`src/rtl/vga_sync_receiver_if.sv`:
```
// VGA receive-side bundle: sync/RGB samples in, recovered pixel stream out.
interface vga_sync_receiver_if;
    logic       hsync;
    logic       vsync;
    logic [2:0] red_in;
    logic [2:0] green_in;
    logic [1:0] blue_in;
    logic [9:0] pixel_x;
    logic [9:0] pixel_y;
    logic [7:0] pixel_rgb;
    logic       pixel_valid;
    logic       frame_start;
    logic       locked;
    logic       timing_err;

    // Transmitter / capture side
    modport master (
        output hsync, vsync, red_in, green_in, blue_in,
        input  pixel_x, pixel_y, pixel_rgb, pixel_valid, frame_start, locked, timing_err
    );

    // Receiver side
    modport slave (
        input  hsync, vsync, red_in, green_in, blue_in,
        output pixel_x, pixel_y, pixel_rgb, pixel_valid, frame_start, locked, timing_err
    );
endinterface

```
`src/rtl/vga_sync_receiver.sv`:
```
// VGA sync receiver: recovers raster position from hsync/vsync, checks
// line/frame timing, tracks lock and emits active-video pixels two edges
// after capture.
module vga_sync_receiver #(
    parameter int H_TOTAL     = 800,
    parameter int V_TOTAL     = 521,
    parameter int H_PULSE     = 96,
    parameter int V_PULSE     = 2,
    parameter int HBP         = 144,
    parameter int HFP         = 784,
    parameter int VBP         = 31,
    parameter int VFP         = 511,
    parameter int LOCK_FRAMES = 2
) (
    input  logic              clk,
    input  logic              rst_n,
    vga_sync_receiver_if.slave vid
);
    localparam logic [9:0] H_LAST = 10'(H_TOTAL - 1);
    localparam logic [9:0] H_TOT  = 10'(H_TOTAL);
    localparam logic [9:0] V_LAST = 10'(V_TOTAL - 1);
    localparam logic [9:0] H_PW   = 10'(H_PULSE);
    localparam logic [9:0] V_PW   = 10'(V_PULSE);
    localparam logic [9:0] H_BEG  = 10'(HBP);
    localparam logic [9:0] H_END  = 10'(HFP);
    localparam logic [9:0] V_BEG  = 10'(VBP);
    localparam logic [9:0] V_END  = 10'(VFP);
    localparam logic [3:0] LOCK_N = 4'(LOCK_FRAMES);
    localparam logic [9:0] SAT    = 10'h3FF;

    typedef enum logic [1:0] {SEARCH, ACQUIRE, LOCKED} state_t;

    state_t     state_q, state_d;
    logic [3:0] good_q, good_d;
    logic       hs_q, vs_q, hs_prev_q, vs_prev_q;
    logic [7:0] rgb_q;
    logic [9:0] h_pos_q, v_pos_q, hw_q, vw_q;
    logic [9:0] h_pos, v_pos;
    logic       hs_fall, hs_rise, vs_fall, vs_rise;
    logic       line_err, tmo_err, frm_err, viol, valid;
    logic [9:0] px_q, py_q;
    logic [7:0] prgb_q;
    logic       pvalid_q, fstart_q, terr_q;

    assign hs_fall = hs_prev_q & ~hs_q;
    assign hs_rise = ~hs_prev_q & hs_q;
    assign vs_fall = vs_prev_q & ~vs_q;
    assign vs_rise = ~vs_prev_q & vs_q;

    // Stage 1: capture sync/RGB and keep the previous sync levels for edge detection
    always_ff @(posedge clk) begin
        if (!rst_n) begin
            hs_q      <= 1'b1;
            vs_q      <= 1'b1;
            hs_prev_q <= 1'b1;
            vs_prev_q <= 1'b1;
            rgb_q     <= '0;
        end else begin
            hs_q      <= vid.hsync;
            vs_q      <= vid.vsync;
            hs_prev_q <= hs_q;
            vs_prev_q <= vs_q;
            rgb_q     <= {vid.red_in, vid.green_in, vid.blue_in};
        end
    end

    // Raster position of the stage-1 sample; both counters saturate so a dead link cannot wrap
    always_comb begin
        h_pos = (h_pos_q == SAT) ? h_pos_q : h_pos_q + 10'd1;
        if (hs_fall) h_pos = '0;
        v_pos = v_pos_q;
        if (hs_fall) v_pos = vs_fall ? '0 : ((v_pos_q == SAT) ? v_pos_q : v_pos_q + 10'd1);
    end

    // Line/frame checks use the previous line's length and the pulse widths latched at the rising edges
    always_comb begin
        line_err = hs_fall && (h_pos_q != H_LAST || hw_q != H_PW);
        tmo_err  = !hs_fall && (h_pos == H_TOT);
        frm_err  = vs_fall && (!hs_fall || v_pos_q != V_LAST || vw_q != V_PW);
        viol     = line_err || tmo_err || frm_err;
    end

    // Position counters and sync-pulse width capture
    always_ff @(posedge clk) begin
        if (!rst_n) begin
            h_pos_q <= '0;
            v_pos_q <= '0;
            hw_q    <= '0;
            vw_q    <= '0;
        end else begin
            h_pos_q <= h_pos;
            v_pos_q <= v_pos;
            if (hs_rise) hw_q <= h_pos;
            if (vs_rise) vw_q <= v_pos;
        end
    end

    // Lock FSM state register
    always_ff @(posedge clk) begin
        if (!rst_n) begin
            state_q <= SEARCH;
            good_q  <= '0;
        end else begin
            state_q <= state_d;
            good_q  <= good_d;
        end
    end

    // Lock FSM next state: a violation always beats a lock completion in the same cycle
    always_comb begin
        state_d = state_q;
        good_d  = good_q;
        case (state_q)
            SEARCH: begin
                if (vs_fall) begin
                    state_d = ACQUIRE;
                    good_d  = '0;
                end
            end
            ACQUIRE: begin
                if (viol) begin
                    state_d = SEARCH;
                end else if (vs_fall) begin
                    good_d = good_q + 4'd1;
                    if (good_d == LOCK_N) state_d = LOCKED;
                end
            end
            LOCKED: begin
                if (viol) state_d = SEARCH;
            end
            default: state_d = SEARCH;
        endcase
    end

    assign valid = (state_q == LOCKED) && (h_pos >= H_BEG) && (h_pos < H_END)
                   && (v_pos >= V_BEG) && (v_pos < V_END);

    // Stage 2: registered pixel stream; fields are zeroed outside active video
    always_ff @(posedge clk) begin
        if (!rst_n) begin
            pvalid_q <= 1'b0;
            px_q     <= '0;
            py_q     <= '0;
            prgb_q   <= '0;
            fstart_q <= 1'b0;
            terr_q   <= 1'b0;
        end else begin
            pvalid_q <= valid;
            px_q     <= valid ? h_pos - H_BEG : '0;
            py_q     <= valid ? v_pos - V_BEG : '0;
            prgb_q   <= valid ? rgb_q : '0;
            fstart_q <= valid && (h_pos == H_BEG) && (v_pos == V_BEG);
            terr_q   <= viol && (state_q != SEARCH);
        end
    end

    assign vid.pixel_valid = pvalid_q;
    assign vid.pixel_x     = px_q;
    assign vid.pixel_y     = py_q;
    assign vid.pixel_rgb   = prgb_q;
    assign vid.frame_start = fstart_q;
    assign vid.locked      = (state_q == LOCKED);
    assign vid.timing_err  = terr_q;
endmodule

```
`src/flat_wrapper.sv`:
```
// flat-port wrapper written by rule: the top's interface ports become plain ports
module vga_sync_receiver_flat 
#(
    parameter int H_TOTAL     = 800,
    parameter int V_TOTAL     = 521,
    parameter int H_PULSE     = 96,
    parameter int V_PULSE     = 2,
    parameter int HBP         = 144,
    parameter int HFP         = 784,
    parameter int VBP         = 31,
    parameter int VFP         = 511,
    parameter int LOCK_FRAMES = 2
)
  (clk, rst_n, vid_hsync, vid_vsync, vid_red_in, vid_green_in, vid_blue_in, vid_pixel_x, vid_pixel_y, vid_pixel_rgb, vid_pixel_valid, vid_frame_start, vid_locked, vid_timing_err);
  vga_sync_receiver_if vid_i ();
  input  logic clk;
  input  logic rst_n;
  input wire logic [$bits(vid_i.hsync)-1:0] vid_hsync;
  input wire logic [$bits(vid_i.vsync)-1:0] vid_vsync;
  input wire logic [$bits(vid_i.red_in)-1:0] vid_red_in;
  input wire logic [$bits(vid_i.green_in)-1:0] vid_green_in;
  input wire logic [$bits(vid_i.blue_in)-1:0] vid_blue_in;
  output wire logic [$bits(vid_i.pixel_x)-1:0] vid_pixel_x;
  output wire logic [$bits(vid_i.pixel_y)-1:0] vid_pixel_y;
  output wire logic [$bits(vid_i.pixel_rgb)-1:0] vid_pixel_rgb;
  output wire logic [$bits(vid_i.pixel_valid)-1:0] vid_pixel_valid;
  output wire logic [$bits(vid_i.frame_start)-1:0] vid_frame_start;
  output wire logic [$bits(vid_i.locked)-1:0] vid_locked;
  output wire logic [$bits(vid_i.timing_err)-1:0] vid_timing_err;
  assign vid_i.hsync = vid_hsync;
  assign vid_i.vsync = vid_vsync;
  assign vid_i.red_in = vid_red_in;
  assign vid_i.green_in = vid_green_in;
  assign vid_i.blue_in = vid_blue_in;
  assign vid_pixel_x = vid_i.pixel_x;
  assign vid_pixel_y = vid_i.pixel_y;
  assign vid_pixel_rgb = vid_i.pixel_rgb;
  assign vid_pixel_valid = vid_i.pixel_valid;
  assign vid_frame_start = vid_i.frame_start;
  assign vid_locked = vid_i.locked;
  assign vid_timing_err = vid_i.timing_err;
  vga_sync_receiver #(.H_TOTAL(H_TOTAL), .V_TOTAL(V_TOTAL), .H_PULSE(H_PULSE), .V_PULSE(V_PULSE), .HBP(HBP), .HFP(HFP), .VBP(VBP), .VFP(VFP), .LOCK_FRAMES(LOCK_FRAMES)) u_core (.clk(clk), .rst_n(rst_n), .vid(vid_i));
endmodule
```
`config.mk`:
```
export PLATFORM = sky130hd
export DESIGN_NAME = vga_sync_receiver_flat
export DESIGN_NICKNAME = d
export VERILOG_FILES = /design/src/rtl/vga_sync_receiver_if.sv /design/src/rtl/vga_sync_receiver.sv /design/src/flat_wrapper.sv
export SDC_FILE = /design/constraint.sdc
export NUM_CORES = 1
export LEC_CHECK = 0
export ABC_AREA = 1
export CAP_MARGIN = 20
export CORE_MARGIN = 5
export CORE_UTILIZATION = 45
export CTS_BUF_LIST = sky130_fd_sc_hd__clkbuf_16
export CTS_CLUSTER_SIZE = 8
export DETAILED_ROUTE_END_ITERATION = 12
export DONT_BUFFER_PORTS = 1
export GPL_ROUTABILITY_DRIVEN = 0
export PLACE_DENSITY_LB_ADDON = 0.08
export REMOVE_ABC_BUFFERS = 1
export SKIP_CTS_REPAIR_TIMING = 1
export SLEW_MARGIN = 20
export SYNTH_ARGS = -nofsm -noshare
export SYNTH_HDL_FRONTEND = slang
export SYNTH_SLANG_ARGS = --single-unit
```
`constraint.sdc`:
```
create_clock -name clk -period 3.5 [get_ports clk]
set_input_delay 0 -clock clk [delete_from_list [all_inputs] [get_ports clk]]
set_output_delay 0 -clock clk [all_outputs]
set_load 0.1 [all_outputs]
```
* Word-level counts from Yosys, hierarchy flattened
Index checks and enable logic that the tools add are counted.
Cells by class: add/subtract/negate cells 5, $lt $le $gt $ge 4, equality and inequality tests 18, multiplexer cells 15, bitwise logic cells 8, reductions and logical operators 22
Operator list (number):
- 2-to-1 mux 10 bit | 5
- == test 10 bit, second input constant | 3
- adder 10 x 1 -> 10 bit, second input constant | 2
- inequality test 10 bit, second input constant | 2
- 2-to-1 mux 4 bit | 3
- == test 10 x 5 -> 1 bit, second input constant | 1
- == test 10 x 8 -> 1 bit, second input constant | 1
- greater-or-equal comparator 10 x 5 -> 1 bit, second input constant | 1
- greater-or-equal comparator 10 x 8 -> 1 bit, second input constant | 1
- logical AND 1 bit | 10
- < comparator 10 bit, second input constant | 1
- < comparator 10 x 9 -> 1 bit, second input constant | 1
- 2-to-1 mux 2 bit | 5
- inequality test 10 x 2 -> 1 bit, second input constant | 1
- inequality test 10 x 7 -> 1 bit, second input constant | 1
- subtractor 10 x 5 -> 10 bit, second input constant | 1
- subtractor 10 x 8 -> 10 bit, second input constant | 1
- one-hot mux 4 bit (2 select lines) | 1
- AND reduction 4 bit | 2
- inequality test 2 x 1 -> 1 bit, second input constant | 3
- inequality test 3 x 1 -> 1 bit, second input constant | 2
- one-hot mux 2 bit (3 select lines) | 1
- logical OR 1 bit | 5
- adder 4 x 1 -> 4 bit, second input constant | 1
- 10 further kinds | 17
Storage, ports and cells: register bits after elaboration 89, input bits 12, output and inout port bits 32

* Logic depth before layout (Yosys ltp)
word-level depth 10, gate-level depth with buffers 22, gate-level depth less buffers 21

* Worst setup path before layout
No wires, ideal clock.
kind reg-to-reg, from reg u_core.v_pos_q[0], to reg u_core.px_q[9], in the netlist u_core.vid.pixel_x[9], data arrival time 2.489 ns, slack 0.894 ns, stages on the path, launching flop included 22, path buffers 2, period minus slack after synthesis 2.606 ns, path through dfxtp_1 -> ha_1 -> nand3_1 -> nor2_2 -> inv_2 -> nor2_2 -> nand2_2 -> inv_2 -> nand2_4 -> nand2_2 -> inv_2 -> nand2_1 -> nand3_1 -> inv_1 -> ha_1 -> nand3_1 -> nor2_1 -> nand3_1 -> nand3_2 -> buf_6 -> buf_6 -> nor2_2
Between the ends: word-level cells in the longest chain between the ends 8
Ends and longest elaborated chain:
- start: declaration | RTL line vga_sync_receiver.sv:37 | logic [9:0] h_pos_q, v_pos_q, hw_q, vw_q;
- start signal: assignment | RTL line vga_sync_receiver.sv:92 | v_pos_q <= v_pos;
- adder 10 x 1 -> 10 bit / == test 10 bit (equally long branches) | RTL line vga_sync_receiver.sv:72 | if (hs_fall) v_pos = vs_fall ? '0 : ((v_pos_q == SAT) ? v_pos_q : v_pos_q + 10'd1);
- 2-to-1 mux 10 bit (2 in series) | RTL line vga_sync_receiver.sv:72
- 2-to-1 mux 10 bit (*) | RTL line vga_sync_receiver.sv:72
- net u_core.v_pos[0] | RTL line vga_sync_receiver.sv:38 | logic [9:0] h_pos, v_pos;
- greater-or-equal comparator 10 x 5 -> 1 bit | RTL line vga_sync_receiver.sv:136 | && (v_pos >= V_BEG) && (v_pos < V_END);
- logical AND 1 bit | RTL line vga_sync_receiver.sv:136
- logical AND 1 bit (*) | RTL line vga_sync_receiver.sv:136
- AND reduction 2 bit (no source line) (*)
- end signal: assignment | RTL line vga_sync_receiver.sv:149 | px_q <= valid ? h_pos - H_BEG : '0;
- end: declaration | RTL line vga_sync_receiver.sv:41 | logic [9:0] px_q, py_q;
Mark *: on every way through the listed nets, which the timed path passes. The rest lies on a longest branch. A chain may end at the register's enable or synchronous reset.

* Worst setup path after layout
from reg u_core.v_pos_q[0], to reg u_core.py_q[7], in the netlist u_core.vid.pixel_y[7]
Between the ends: word-level cells in the longest chain between the ends 8
Ends and longest elaborated chain:
- adder 10 x 1 -> 10 bit / == test 10 bit (equally long branches) | RTL line vga_sync_receiver.sv:72
- 2-to-1 mux 10 bit (2 in series) | RTL line vga_sync_receiver.sv:72
- 2-to-1 mux 10 bit (*) | RTL line vga_sync_receiver.sv:72
- net u_core.v_pos[0] | RTL line vga_sync_receiver.sv:38
- greater-or-equal comparator 10 x 5 -> 1 bit | RTL line vga_sync_receiver.sv:136
- logical AND 1 bit (2 in series) | RTL line vga_sync_receiver.sv:136
- AND reduction 2 bit (no source line)
- end signal: assignment | RTL line vga_sync_receiver.sv:150 | py_q <= valid ? v_pos - V_BEG : '0;
- end: declaration | RTL line vga_sync_receiver.sv:41
Marked as above.

==> qor.yml <==
path_clk_slew_ns: 0.07
hp-class: "in2reg"
die_h_um: 104.2
num_rows: 34
drive_gt1_share_pct: 11.11
vias: 3346
dr.pass1.iters: 4
insertion_delay_ns: 0.34
synthFlopType: "dfxtp_1"
arrival_ns: 3.31
via_per_inst: 4.957
coreArea_sq_um: 8678
synth_area_leader_cell: "dfxtp_1"
filler_cell_count: 868
cp-end-kind: "flop"
synthMuxAreaShare_pct: 0
maxSlewViolCount: 0
numCtsBuffers: 9
grt_start_max_net_pins: 34
syn_to_final_growth_pct: 14.05
drt_iter0_drc: 129
synth_edf_count: 0
clkSinkCount: 89
grt_pass1_vias: 3183
hold_violations: 0
cts_tree: "built"
path_class: "reg2reg"
fin_nets: 583
antenna_found_initial: 0
synth_cells: 546
place_area_sq_um: 4106
setup_viol: 0
grt_pass1_wl_mm: 15.48
cts_buffer_depth: 2
finClkSkew_ns: 0.005051
ys_seq_area_share_pct: 44.65
floorplan.initialDensity_pct: 45.98
netlist_area_sq_um: 3990
cp_data_required_time_ns: 3.73
peakVddDrop_mv: 0.2589
rsz0062_at_grt: "no"
final_area_sq_um: 4551
critPathLaunchType: "flop"
synth-simple-area-share_pct: 32.02
dieArea_sq_um: 10850
slew_headroom_pct: 32.76
root_buffer: "clkbuf_16"
grt.overflow.total: 0
crit_fanout: 18
final_cell_mix: "nand2_1 (108), dfxtp_1 (89), nor2_1 (78)"
final_common_cell: "nand2_1"
async_flop_share_pct: 0
antenna_cells: 0
post-dp-hpwl_mm: 6.516
synth_area_per_cell_sq_um: 7.308
synth-xor-area-share_pct: 3.512
final.period_utilization_pct: 87.80
grtUsageTotal_pct: 17.25
wl_mm: 9.054
ys_seq_elements: 89
min_period_ns: 3.073
status: "completed"
max_freq_mhz: 325.4
port_buffers: 0
leakagePower_nw: 2.113
tightestPinTransition_ns: 1.007
synthAdderAreaFrac_pct: 2.822
final.setup.tns_ns: 0
synth_top_family_by_area: "simple AND/OR/NAND/NOR gates"
route.detailed.drc: 0
netlist_top_cells_area: "dfxtp_1 (45%), nand2_1 (10%), nor2_1 (7.4%), inv_1 (7.1%), nand3_1 (5.0%)"
ios: 44
cts_max_level: 3
power_density_nw_per_um2: 480.0
dieWidth_um: 104.2
synth_top_area_share_pct: 44.65
ys_warn_count: 0
ant_nets: 0
wl_per_cell_um: 13.41
synth-compound-area-share_pct: 7.118
maxCapViolCount: 0
synth_cell_type_count: 32
area by class of cell:
| type | count | area, sq um | share of cell area, % |
|---|---|---|---|
| multi-input cells | 357 | 1824 | 40.09 |
| flip-flops and latches | 89 | 1782 | 39.15 |
| inverters | 88 | 330.3 | 7.259 |
| clock buffers | 9 | 225.2 | 4.949 |
| repair buffers | 17 | 182.7 | 4.014 |
| well taps | 108 | 135.1 | 2.969 |
| clock inverters | 7 | 71.32 | 1.567 |
per-stage QoR:
| stage | util, % | power (W) | hold slack (ns) | cells | worst slack [ns] |
|---|---|---|---|---|---|
| 4_1_cts | 50.74 | 0.002194 | -0.2762 | 662 | 0.2743 |
| 6_report | 52.44 | 0.002184 | 0.2852 | 675 | 0.4269 |
| 2_1_floorplan | - | 0.001204 | 0.06876 | 534 | 0.6989 |
| 3_3_place_gp | 47.32 | 0.001243 | 0.07862 | 646 | 0.3668 |
| 5_1_grt | 52.44 | 0.002283 | 0.3004 | 675 | 0.1420 |
| 3_5_place_dp | 47.32 | 0.001244 | 0.08110 | 646 | 0.2842 |
worst max-delay path, stage by stage (launching register included):
cell and delay [ns]:
dfxtp_1 0.38, ha_1 0.22, nand3_1 0.15, nor2_2 0.14, inv_2 0.04, nor2_2 0.10, nand2_2 0.08, inv_2 0.08
nand2_4 0.08, nand2_2 0.09, inv_2 0.05, nand2_1 0.09, nand3_1 0.17, inv_1 0.14, ha_1 0.20, nand3_1 0.13
nor2_1 0.19, nand3_1 0.18, nand3_4 0.20, buf_12 0.19, nor2_1 0.05
kinds of logic (layout without fill, tap and decap cells):
group | after synthesis | in the layout
adder cells (fa/ha/maj) | 9 | 9
XOR/XNOR | 16 | 16
flip-flops | 89 | 89
AO/OA/AOI/OAI | 51 | 51
buffers and inverters | 100 | 121
AND/OR/NAND/NOR | 281 | 281
where the power goes:
| group | leakage, nW | switching (W) | internal [W] | total [W] |
|---|---|---|---|---|
| combinational | 1.24 | 0.000120 | 0.0000585 | 0.000178 |
| clock | 0.147 | 0.000439 | 0.000505 | 0.000944 |
| sequential | 0.724 | 0.0000217 | 0.00104 | 0.00106 |
synth_stat cells (all sizes together) (6+ instances only):
cell	n
nor2	96
o21ai	27
nand3	43
clkbuf	6
ha	9
xor2	9
inv	85
a21oi	17
buf	6
nor4	7
xnor2	7
nand4	13
nand2	112
dfxtp	89
path summary, 6_finish.rpt:
kind              depth (start not counted)                    startpoint                            endpoint  slack, ns
setup / recovery                         20  u_core.v_pos_q[0]$_SDFF_PN0_    u_core.vid.pixel_y[7]$_SDFF_PN0_       0.43
hold reg to reg                           2    u_core.rgb_q[1]$_SDFF_PN0_  u_core.vid.pixel_rgb[1]$_SDFF_PN0_       0.41
setup reg to reg                         20  u_core.v_pos_q[0]$_SDFF_PN0_    u_core.vid.pixel_y[7]$_SDFF_PN0_       0.43
hold / removal                            2                         rst_n       u_core.good_q[1]$_SDFFE_PN0P_       0.29
routing by layer:
layer  track usage [%]  share of wire [%]  vias up
li1                  -                  -     1754
met1             22.54                 46     1509
met2             27.96                 48       70
met3             3.166                4.5       13
met4             7.123                1.9        0
met5                 0                  0        -
sequential cells by signal, indices dropped and copies added (netlist names):
register                flops
u_core.vs_prev_q            1
u_core.good_q               4
u_core.vid.pixel_y         10
u_core.vw_q                10
u_core.vs_q                 1
u_core.rgb_q                8
u_core.v_pos_q             10
u_core.hw_q                10
u_core.h_pos_q             10
u_core.vid.timing_err       1
u_core.hs_prev_q            1
u_core.state_q              2
u_core.hs_q                 1
u_core.vid.pixel_rgb        8
u_core.vid.frame_start      1
u_core.vid.pixel_x         10
u_core.vid.pixel_valid      1
No activity file was read; power rests on OpenSTA's default activity.
